$ cat config.mk
export PLATFORM = sky130hd
export DESIGN_NAME = packed_array_streamer
export DESIGN_NICKNAME = d
export VERILOG_FILES = /design/src/rtl/packed_array_streamer.sv
export SDC_FILE = /design/constraint.sdc
export NUM_CORES = 1
export LEC_CHECK = 0
export BUFFER_PORTS_ARGS = -buffer_cell sky130_fd_sc_hd__buf_2
export CELL_PAD_IN_SITES_DETAIL_PLACEMENT = 1
export CELL_PAD_IN_SITES_GLOBAL_PLACEMENT = 2
export CORE_AREA = 2 2 196 198
export CTS_CLUSTER_SIZE = 30
export DETAILED_ROUTE_END_ITERATION = 7
export DIE_AREA = 0 0 198 200
export PLACE_DENSITY_LB_ADDON = 0.2
export SYNTH_ARGS = -nofsm -noshare
export SYNTH_HDL_FRONTEND = slang
export SYNTH_SLANG_ARGS = --single-unit
$ cat constraint.sdc
create_clock -name clk -period 1.6 [get_ports clk]
set_input_delay 0.08 -clock clk [delete_from_list [all_inputs] [get_ports clk]]
set_output_delay 0.08 -clock clk [all_outputs]
set_load 0.1 [all_outputs]
$ cat src/rtl/packed_array_streamer.sv
// Accepts one 4-state packed frame and streams it out as 2-state elements,
// flagging any element that carried x/z bits (per element and sticky per frame).
module packed_array_streamer #(
    parameter int ELEM_W    = 16,
    parameter int NUM_ELEM  = 16,
    parameter int MSB_FIRST = 1,
    parameter int IDX_W     = (NUM_ELEM > 1) ? $clog2(NUM_ELEM) : 1,
    localparam int TOTAL_W  = ELEM_W * NUM_ELEM
) (
    input  logic               clk,
    input  logic               rst_n,
    input  logic               in_valid,
    output logic               in_ready,
    input  logic [TOTAL_W-1:0] in_data,
    output logic               out_valid,
    input  logic               out_ready,
    output logic [ELEM_W-1:0]  out_data,
    output logic               out_xz,
    output logic               out_last,
    output logic [IDX_W-1:0]   out_idx,
    output logic               frame_xz
);

    // state   | meaning
    // S_IDLE   | waiting for a frame, in_ready high once out of reset
    // S_STREAM | presenting element r_idx of the captured frame
    typedef enum logic {S_IDLE = 1'b0, S_STREAM = 1'b1} state_t;

    state_t               r_state, w_state_nxt;
    logic                 r_alive;
    logic [TOTAL_W-1:0]   r_frame;
    logic [IDX_W-1:0]     r_idx, w_idx_nxt;
    logic                 r_frame_xz;
    logic                 w_accept, w_beat, w_is_last;
    logic [ELEM_W-1:0]    w_elems [NUM_ELEM];
    logic [ELEM_W-1:0]    w_elem, w_elem_2s, w_elem_xz;

    genvar k;
    generate
        for (k = 0; k < NUM_ELEM; k++) begin : g_slice
            if (MSB_FIRST != 0) begin : g_msb
                assign w_elems[k] = r_frame[TOTAL_W-1-k*ELEM_W -: ELEM_W];
            end else begin : g_lsb
                assign w_elems[k] = r_frame[k*ELEM_W +: ELEM_W];
            end
        end
    endgenerate

    assign w_elem = w_elems[r_idx];

    // The frame stays 4-state in r_frame; only known-1 bits survive to out_data.
    always_comb begin
        w_elem_2s = '0;
        w_elem_xz = '0;
        for (int b = 0; b < ELEM_W; b++) begin
            w_elem_2s[b] = (w_elem[b] === 1'b1);
            w_elem_xz[b] = (w_elem[b] !== 1'b0) && (w_elem[b] !== 1'b1);
        end
    end

    assign w_is_last = (r_idx == IDX_W'(NUM_ELEM - 1));
    assign out_valid = (r_state == S_STREAM);
    assign in_ready  = (r_state == S_IDLE) && r_alive;
    assign w_accept  = in_valid && in_ready;
    assign w_beat    = out_valid && out_ready;
    assign out_data  = out_valid ? w_elem_2s : '0;
    assign out_xz    = out_valid && (|w_elem_xz);
    assign out_last  = out_valid && w_is_last;
    assign out_idx   = r_idx;
    assign frame_xz  = r_frame_xz || out_xz;

    always_comb begin
        w_state_nxt = r_state;
        w_idx_nxt   = r_idx;
        case (r_state)
            S_IDLE: begin
                if (w_accept) begin
                    w_state_nxt = S_STREAM;
                    w_idx_nxt   = '0;
                end
            end
            S_STREAM: begin
                if (w_beat) begin
                    if (w_is_last) begin
                        w_state_nxt = S_IDLE;
                        w_idx_nxt   = '0;
                    end else begin
                        w_idx_nxt = r_idx + IDX_W'(1);
                    end
                end
            end
            default: begin
                w_state_nxt = S_IDLE;
                w_idx_nxt   = '0;
            end
        endcase
    end

    always_ff @(posedge clk or negedge rst_n) begin
        if (!rst_n) begin
            r_state <= S_IDLE;
            r_idx   <= '0;
            r_alive <= 1'b0;
        end else begin
            r_state <= w_state_nxt;
            r_idx   <= w_idx_nxt;
            r_alive <= 1'b1;
        end
    end

    // Sticky flag survives into IDLE so the consumer can query it after the last beat.
    always_ff @(posedge clk or negedge rst_n) begin
        if (!rst_n) begin
            r_frame    <= '0;
            r_frame_xz <= 1'b0;
        end else if (w_accept) begin
            r_frame    <= in_data;
            r_frame_xz <= 1'b0;
        end else if (out_xz) begin
            r_frame_xz <= 1'b1;
        end
    end

endmodule

== Yosys cells after proc, flatten, opt, wreduce, memory -nomap -nowiden ==
Index checks and enable logic that the tools add are counted.

* Bits in registers: 263
* Latch bits: 0
* RAM bits: 0
* Bits in read-only memories: 0
* Input bits: 260
* Output and inout port bits: 25
* Word-level logic and storage cells: 99
* Memories: 0

* $add $sub $neg: 1
* Multipliers: 0
* Divide/modulo/power cells: 0
* Order comparisons: 1
* Eq/ne operators: 51
* Shifts and indexed selects: 0
* Muxes and demuxes: 14
* Bitwise gates (word level): 2
* Reduce and logical (&&, ||, !) cells: 25

{| class="wikitable"
|+ Operators by type and width
! cell !! count
|-
| binary-select mux 16 bit (select 4 bit) || 1
|-
| two-way mux 16 bit || 3
|-
| case inequality test 1 bit, second input constant || 32
|-
| logical AND 1 bit || 21
|-
| === test 1 bit, second input constant || 16
|-
| OR reduction 16 bit || 1
|-
| two-way mux 4 bit || 3
|-
| one-hot mux 4 bit (2 select lines) || 1
|-
| >= comparator 5 bit, second input constant || 1
|-
| two-way mux 1 bit || 5
|-
| inverter 4 -> 5 bit || 1
|-
| adder 4 x 1 -> 4 bit, second input constant || 1
|-
| equality test 4 bit, second input constant || 1
|-
| inequality test 2 x 1 -> 1 bit, second input constant || 1
|-
| inequality test 2 bit, second input constant || 1
|-
| one-hot mux 1 bit (2 select lines) || 1
|-
| AND reduction 2 bit || 1
|-
| nonzero test 2 bit || 1
|-
| logical OR 1 bit || 1
|-
| inverter 1 bit || 1
|}

== Depth between registers and ports, before layout ==
Gate-level depths: netlist of run 1.

* Depth after elaboration: 10
* Gate-level depth with buffers: 7
* Mapped depth without buffers: 4

== Worst setup path before layout of run 1 ==
Ideal clock, no wire load.

* Path type: reg2out
* From: register r_idx[0] (netlist: out_idx[0])
* To: output out_data[2]
* Arrival: 3.937 ns
* Slack: -2.417 ns
* Cell stages (with the launch flop): 8
* Cell sequence: dfrtp_1 -> buf_6 -> buf_12 -> buf_8 -> mux2i_1 -> a22oi_1 -> nand2_1 -> o21ai_0

* Word-level cells in the longest chain between the ends: 6

{| class="wikitable"
|+ RTL lines
! what !! line !! RTL
|-
| from (decl) || 32 || <nowiki>logic [IDX_W-1:0] r_idx, w_idx_nxt;</nowiki>
|-
| from (signal assigned) || 106 || <nowiki>r_idx <= w_idx_nxt;</nowiki>
|-
| inverter 4 -> 5 bit (implied by the code) || 49 || <nowiki>assign w_elem = w_elems[r_idx];</nowiki>
|-
| binary-select mux 16 bit (select 4 bit) || 49 ||
|-
| two-way mux 16 bit (implied by the code) (2 in series) || 49 ||
|-
| === test 1 bit || 56 || <nowiki>w_elem_2s[b] = (w_elem[b] === 1'b1);</nowiki>
|-
| two-way mux 16 bit || 66 || <nowiki>assign out_data = out_valid ? w_elem_2s : '0;</nowiki>
|-
| to (decl) || 17 || <nowiki>output logic [ELEM_W-1:0] out_data,</nowiki>
|}

No other way between the ends. The select of a mux whose other input is x is not followed.

== Final worst setup path of run 1 ==
* From: register r_idx[0] (netlist: out_idx[0])
* To: output out_data[15]

The elaborated chain is that of the path after synthesis.

==> flow_summary.json, run 1 <==
{
  "status": "finished with violations",
  "failed_checks": "setup timing",
  "postLayoutCellArea_sq_um": 21400,
  "clkTransAtPathRegs_ns": 0.06,
  "vias": 9604,
  "final_max_slew_viol_count": 0,
  "cts_max_path_buffers": 3,
  "io_buffers": 283,
  "netlist_area_sq_um": 13000,
  "p_per_area_nw_per_um2": 2080,
  "ir_drop_uv": 1340,
  "cts_num_sinks": 263,
  "grt_usage": 0.236,
  "maxCapViolCount": 0,
  "arrival_ns": 2.45,
  "r2r_slack_ns": -0.36,
  "grt_pass1_vias": 11200,
  "synth_fp_nets": 1092,
  "die_h_um": 200,
  "setup_viol_count_final": 269,
  "rows": 71,
  "path_cells": "buf_12 -> buf_6 -> buf_6 -> mux2i_1 -> a22oi_1 -> nand2_1 -> o21ai_4 -> buf_12",
  "ys_seq_area_frac": 0.506,
  "root_buffer": "clkbuf_16",
  "wl_per_cell_um": 23.2,
  "worst-path-buf-inv": 4,
  "yosys_warnings": 0,
  "p_clk_frac": 0.151,
  "timing.final.crit_share": 1.58,
  "cts_tree": "yes",
  "drive_gt1_frac": 0.548,
  "cp_slowest_stage_delay_ns": 0.57,
  "yosysTopAreaCellShare": 0.506,
  "slowest_stage": "dfrtp_4",
  "rsz0062_at_grt": "yes",
  "yosys.area.top_type": "dfrtp_1",
  "place_ws_ns": -0.651,
  "post_dp_cell_area_sq_um": 16200,
  "fin_nets": 1770,
  "place.gp.congestion": 0.806,
  "synth_area_leaders": "dfrtp_1 (51%), mux2_4 (23%), mux2i_1 (7.8%)",
  "layout_common_cells": "buf_2 (259), dlygate4sd3_1 (258), dfrtp_1 (258), mux2_4 (256), mux2i_1 (97)",
  "switchingPower_w": 0.0175,
  "via_per_inst": 4.71,
  "die_x_um": 198,
  "hold-worst-slack_ns": 0.0265,
  "syn2layout_area_growth_pct": 64.4,
  "critical_path.top_delay_family": "buffers and inverters",
  "core_area_sq_um": 37400,
  "p_leak_nw": 9.88,
  "ys_types": 34,
  "cp-start-kind": "register",
  "syn_inst": 831,
  "final_common_cell": "buf_2",
  "setup_ws_ns": -0.934,
  "utilization": 0.572,
  "clk_latency_ns": 0.55,
  "clock_skew_ns": 0.00874,
  "grt_max_degree": 57,
  "ys_seq_elements": 263,
  "antenna_cells": 0,
  "avgSynthCellArea_sq_um": 15.7,
  "max_freq_ghz": 0.395,
  "p_int_w": 0.0271,
  "cts_max_level": 1,
  "dpl.hpwl_um": 30000,
  "drt_iter0_markers": 325,
  "globalRouteOverflowTotal": 0,
  "crit_fanout": 6,
  "drc": 0,
  "hold_path_class": "input pin to async pin",
  "end_kind": "output port",
  "antenna_left": 0,
  "start_util": 0.348,
  "power_frac_comb": 0.570,
  "power_frac_seq": 0.279,
  "crit_type": "register to output port",
  "io_pins": 285,
  "period_needed_ns": 2.53,
  "cts_buffers": 30,
  "antenna_found_initial": 0,
  "wirelength_um": 47200,
  "crit_required_ns": 1.52,
  "hold_violations": 0,
  "die_area_sq_um": 39600,
  "switching_share": 0.393,
  "grt_pass1_wl_um": 69300,
  "dr.pass1.iters": 6
}
==> through the flow <==
step	std cells	total power (W)	setup TNS, ns
finish	2037	0.0446	-78.42
global route	2037	0.0464	-90.38
CTS	2031	0.0439	-109.37
detailed placement	1663	0.0345	-29.30
global placement	1663	0.0342	-28.11
floorplan	831	0.0272	-88.39
==> cells by family (layout without fill, tap and decap cells) <==
group | count (synthesis) | after routing | share of synthesized area
DFF | 263 | 263 | 0.506
buffers and inverters | 62 | 757 | 0.0476
other | 2 | 2 | 0.000577
and+or+nand+nor | 53 | 53 | 0.0197
adders and majority gates | 1 | 1 | 0.000961
muxes | 371 | 371 | 0.383
AOI/OAI and AO/OA | 79 | 79 | 0.0425
==> timing repair <==
action                                 4_1_cts  5_1_grt
setup buffers                               46       15
pin swaps                                   15       16
hold buffers                               258        0
resized for setup                          136       52
setup endpoints to repair                  267      281
gates cloned                                18        2
endpoints found under the hold margin      524        0
==> cells in the mapped netlist <==
master,n
dfrtp_1,263
mux2_4,200
mux2i_1,102
mux2_2,56
a22oi_1,47
buf_6,23
nand2_1,22
buf_2,15
nand3_1,14
o21ai_0,13
buf_8,12
mux4_1,10
nand2b_1,7
nor2b_1,5
o211ai_1,5
o21ai_1,5
a221oi_1,4
buf_12,3
buf_4,3
clkbuf_1,3
mux4_2,3
buf_1,2
conb_1,2
nor2_1,2
a21o_1,1
a21oi_2,1
a22o_1,1
a31oi_1,1
and2_1,1
and3b_1,1
ha_1,1
inv_1,1
nand4_1,1
o22ai_1,1
==> area by class of cell <==
class	instances	area [sq um]
Clock buffer	44	865
Clock inverter	5	75.1
Fill cell	3597	16000
Inverter	1	3.75
Multi-Input combinational cell	506	6530
Sequential cell	263	6600
Tap cell	511	639
Timing Repair Buffer	707	6690
==> final timing paths <==
path / to / cells past startpoint / from
setup / recovery: out_data[15] / 8 / out_idx[0]
hold / removal: r_frame[121] / 2 / rst_n
setup reg to reg: r_frame[20] / 7 / out_valid
hold reg to reg: r_frame[52] / 1 / r_frame[52]
max in group asynchronous: r_frame[244] / 3 / rst_n
min in group clk: out_valid / 4 / in_valid
==> power by group through the flow <==
stage          clock network, W  registers [W]  logic, W
6_report                0.00675         0.0124    0.0254
5_1_grt                 0.00715         0.0128    0.0265
4_1_cts                 0.00690         0.0123    0.0247
3_5_place_dp                  0         0.0123    0.0222
3_3_place_gp                  0         0.0123    0.0220
2_1_floorplan                 0         0.0118    0.0154
==> flip-flops by register name (all words and copies together), names as in the netlist <==
name	cells
r_frame	256
out_idx	4
out_valid	1
r_alive	1
r_frame_xz	1
==> routing by layer <==
metal	track usage	share of wire	vias to the layer above
li1	-	-	4416
met1	0.305	0.44	4931
met2	0.427	0.51	212
met3	0.0255	0.030	45
met4	0.0476	0.021	0
met5	0	0	-
No activity file was read; power rests on OpenSTA's default activity.
==> run 2: changes to the inputs <==
--- a/config.mk
+++ b/config.mk
@@ -8,10 +8,10 @@
 export BUFFER_PORTS_ARGS = -buffer_cell sky130_fd_sc_hd__buf_2
 export CELL_PAD_IN_SITES_DETAIL_PLACEMENT = 1
 export CELL_PAD_IN_SITES_GLOBAL_PLACEMENT = 2
-export CORE_AREA = 2 2 196 198
+export CORE_AREA = 2 2 202 204
 export CTS_CLUSTER_SIZE = 30
 export DETAILED_ROUTE_END_ITERATION = 7
-export DIE_AREA = 0 0 198 200
+export DIE_AREA = 0 0 204 206
 export PLACE_DENSITY_LB_ADDON = 0.2
 export SYNTH_ARGS = -nofsm -noshare
 export SYNTH_HDL_FRONTEND = slang
==> run 2 against run 1 <==
- the flow still finishes with violations (setup timing)
- wire length is 3.9% higher
- total power rose by 1.2%
- critical endpoint unchanged
- combinational power up 2%
- first-iteration DRC count grew 19%
- sequential share of layout area down 0.43 points
==> flow_summary.json, run 2 (synthesis results as in run 1) <==
{
  "status": "finished with violations",
  "failed_checks": "setup timing",
  "io_pins": 285,
  "clk_latency_ns": 0.58,
  "p_per_area_nw_per_um2": 2080,
  "via_per_inst": 4.69,
  "maxCapViolCount": 0,
  "grt_pass1_wl_um": 73500,
  "path_common_cell": "buf_12",
  "rows": 74,
  "finalPower_w": 0.0451,
  "cts_max_path_buffers": 3,
  "cts_buffers": 30,
  "grt_usage": 0.237,
  "drc": 0,
  "crit_fanout": 8,
  "cts_num_sinks": 263,
  "dr.pass1.iters": 4,
  "dpl.hpwl_um": 31000,
  "largest_reg_flops": 256,
  "final_max_slew_viol_count": 0,
  "clkTransAtPathRegs_ns": 0.06,
  "arrival_ns": 2.48,
  "start_util": 0.324,
  "die_x_um": 204,
  "core_area_sq_um": 40200,
  "hold_path_class": "input pin to async pin",
  "grt_max_degree": 46,
  "cts_tree": "yes",
  "hold_violations": 0,
  "end_kind": "output port",
  "period_needed_ns": 2.56,
  "drt_iter0_markers": 387,
  "wirelength_um": 49000,
  "wl_per_cell_um": 23.5,
  "fin_nets": 1793,
  "worst-path-buf-inv": 4,
  "cts_max_level": 1,
  "drive_gt1_frac": 0.550,
  "setup_ws_ns": -0.963,
  "root_buffer": "clkbuf_16",
  "p_leak_nw": 10.0,
  "relSlewSlack": 0.531,
  "cp-start-kind": "register",
  "globalRouteOverflowTotal": 0,
  "crit_required_ns": 1.52,
  "timing.final.crit_share": 1.60,
  "tightestPinTransition_ns": 0.702,
  "antenna_left": 0,
  "critical_path.top_delay_family": "buffers and inverters",
  "final_common_cell": "dlygate4sd3_1",
  "grt_pass1_vias": 11500,
  "path_cells": "buf_12 -> buf_12 -> buf_4 -> mux2i_2 -> a22oi_1 -> nand3_1 -> o21ai_4 -> buf_12",
  "layout_common_cells": "dlygate4sd3_1 (261), buf_2 (259), dfrtp_1 (258), mux2_4 (256), mux2i_1 (98)",
  "io_buffers": 283,
  "die_area_sq_um": 42000,
  "place.gp.congestion": 0.779,
  "max_freq_ghz": 0.390,
  "crit_type": "register to output port",
  "cp_slowest_stage_delay_ns": 0.58,
  "syn2layout_area_growth_pct": 66.7,
  "hold-worst-slack_ns": 0.167,
  "slowest_stage": "dfrtp_4",
  "regMostFlops": "r_frame",
  "rsz0062_at_grt": "yes",
  "ir_drop_uv": 1210,
  "antenna_found_initial": 1,
  "vias": 9775,
  "setup_viol_count_final": 283,
  "die_h_um": 206,
  "clock_skew_ns": 0.0232
}
run 2: changes by cell type in the layout (fill, tap and decap cells not counted), sizes merged:
cell,previous run,this run
buf,447,469
dlygate4sd3,258,261
bufinv,2,0
diode,0,2
clkinv,3,4
run 2: timing repair:
item / in CTS / in global routing
resized for setup: 167 / 48
hold buffers: 260 / 2
endpoints found under the hold margin: 524 / 6
cloned: 28 / 0
setup buffers: 55 / 13
endpoints found under the setup margin: 275 / 303
pin swaps: 45 / 16
run 2: final timing paths:
check                               end          from  slack, ns  cells past startpoint
max reg2reg                r_frame[237]     out_valid      -0.34                      7
min reg2reg                 r_frame[24]   r_frame[24]       0.51                      1
max in group asynchronous   r_frame[89]         rst_n       0.31                      3
max                        out_data[15]    out_idx[0]      -0.96                      8
min in group clk           r_frame[157]  in_data[157]       0.27                      3
min                        r_frame[141]         rst_n       0.17                      3
run 2: area by class of cell:
| type | count | area [sq um] |
|---|---|---|
| fill | 3908 | 18500 |
| timing repair buffer | 730 | 7010 |
| sequential | 263 | 6600 |
| multi-input combinational | 506 | 6500 |
| clock buffer | 46 | 902 |
| tap | 532 | 666 |
| clock inverter | 4 | 20.0 |
| antenna | 2 | 5.00 |
| inverter | 1 | 3.75 |
run 2: through the flow:
step	util	instances	cell area, sq um	setup TNS, ns	setup slack (ns)
2_1_floorplan	-	831	13700	-88.39	-0.539
3_3_place_gp	0.413	1707	16600	-28.52	-0.570
3_5_place_dp	0.413	1707	16600	-30.08	-0.584
4_1_cts	0.549	2099	22100	-98.03	-1.02
5_1_grt	0.540	2083	21700	-89.51	-1.04
6_report	0.540	2084	21700	-80.31	-0.963
run 2: report_power, final:
group          switching [W]  total, W  internal [W]
Sequential           0.00241    0.0124        0.0100
Clock                0.00281   0.00663       0.00382
Combinational         0.0124    0.0260        0.0136
Total                 0.0177    0.0451        0.0274
run 2: tightest hold or removal path: stages:
cell and delay [ns]:
dlygate4sd3_1 0.56, buf_8 0.21, buf_12 0.25
run 2: layer usage:
metal | routed length [um] | up-vias | track usage
met5 | 0 | - | 0
met4 | 1160 | 0 | 0.0536
met3 | 1860 | 52 | 0.0312
met2 | 25100 | 236 | 0.425
met1 | 21000 | 5025 | 0.303
li1 | - | 4462 | -
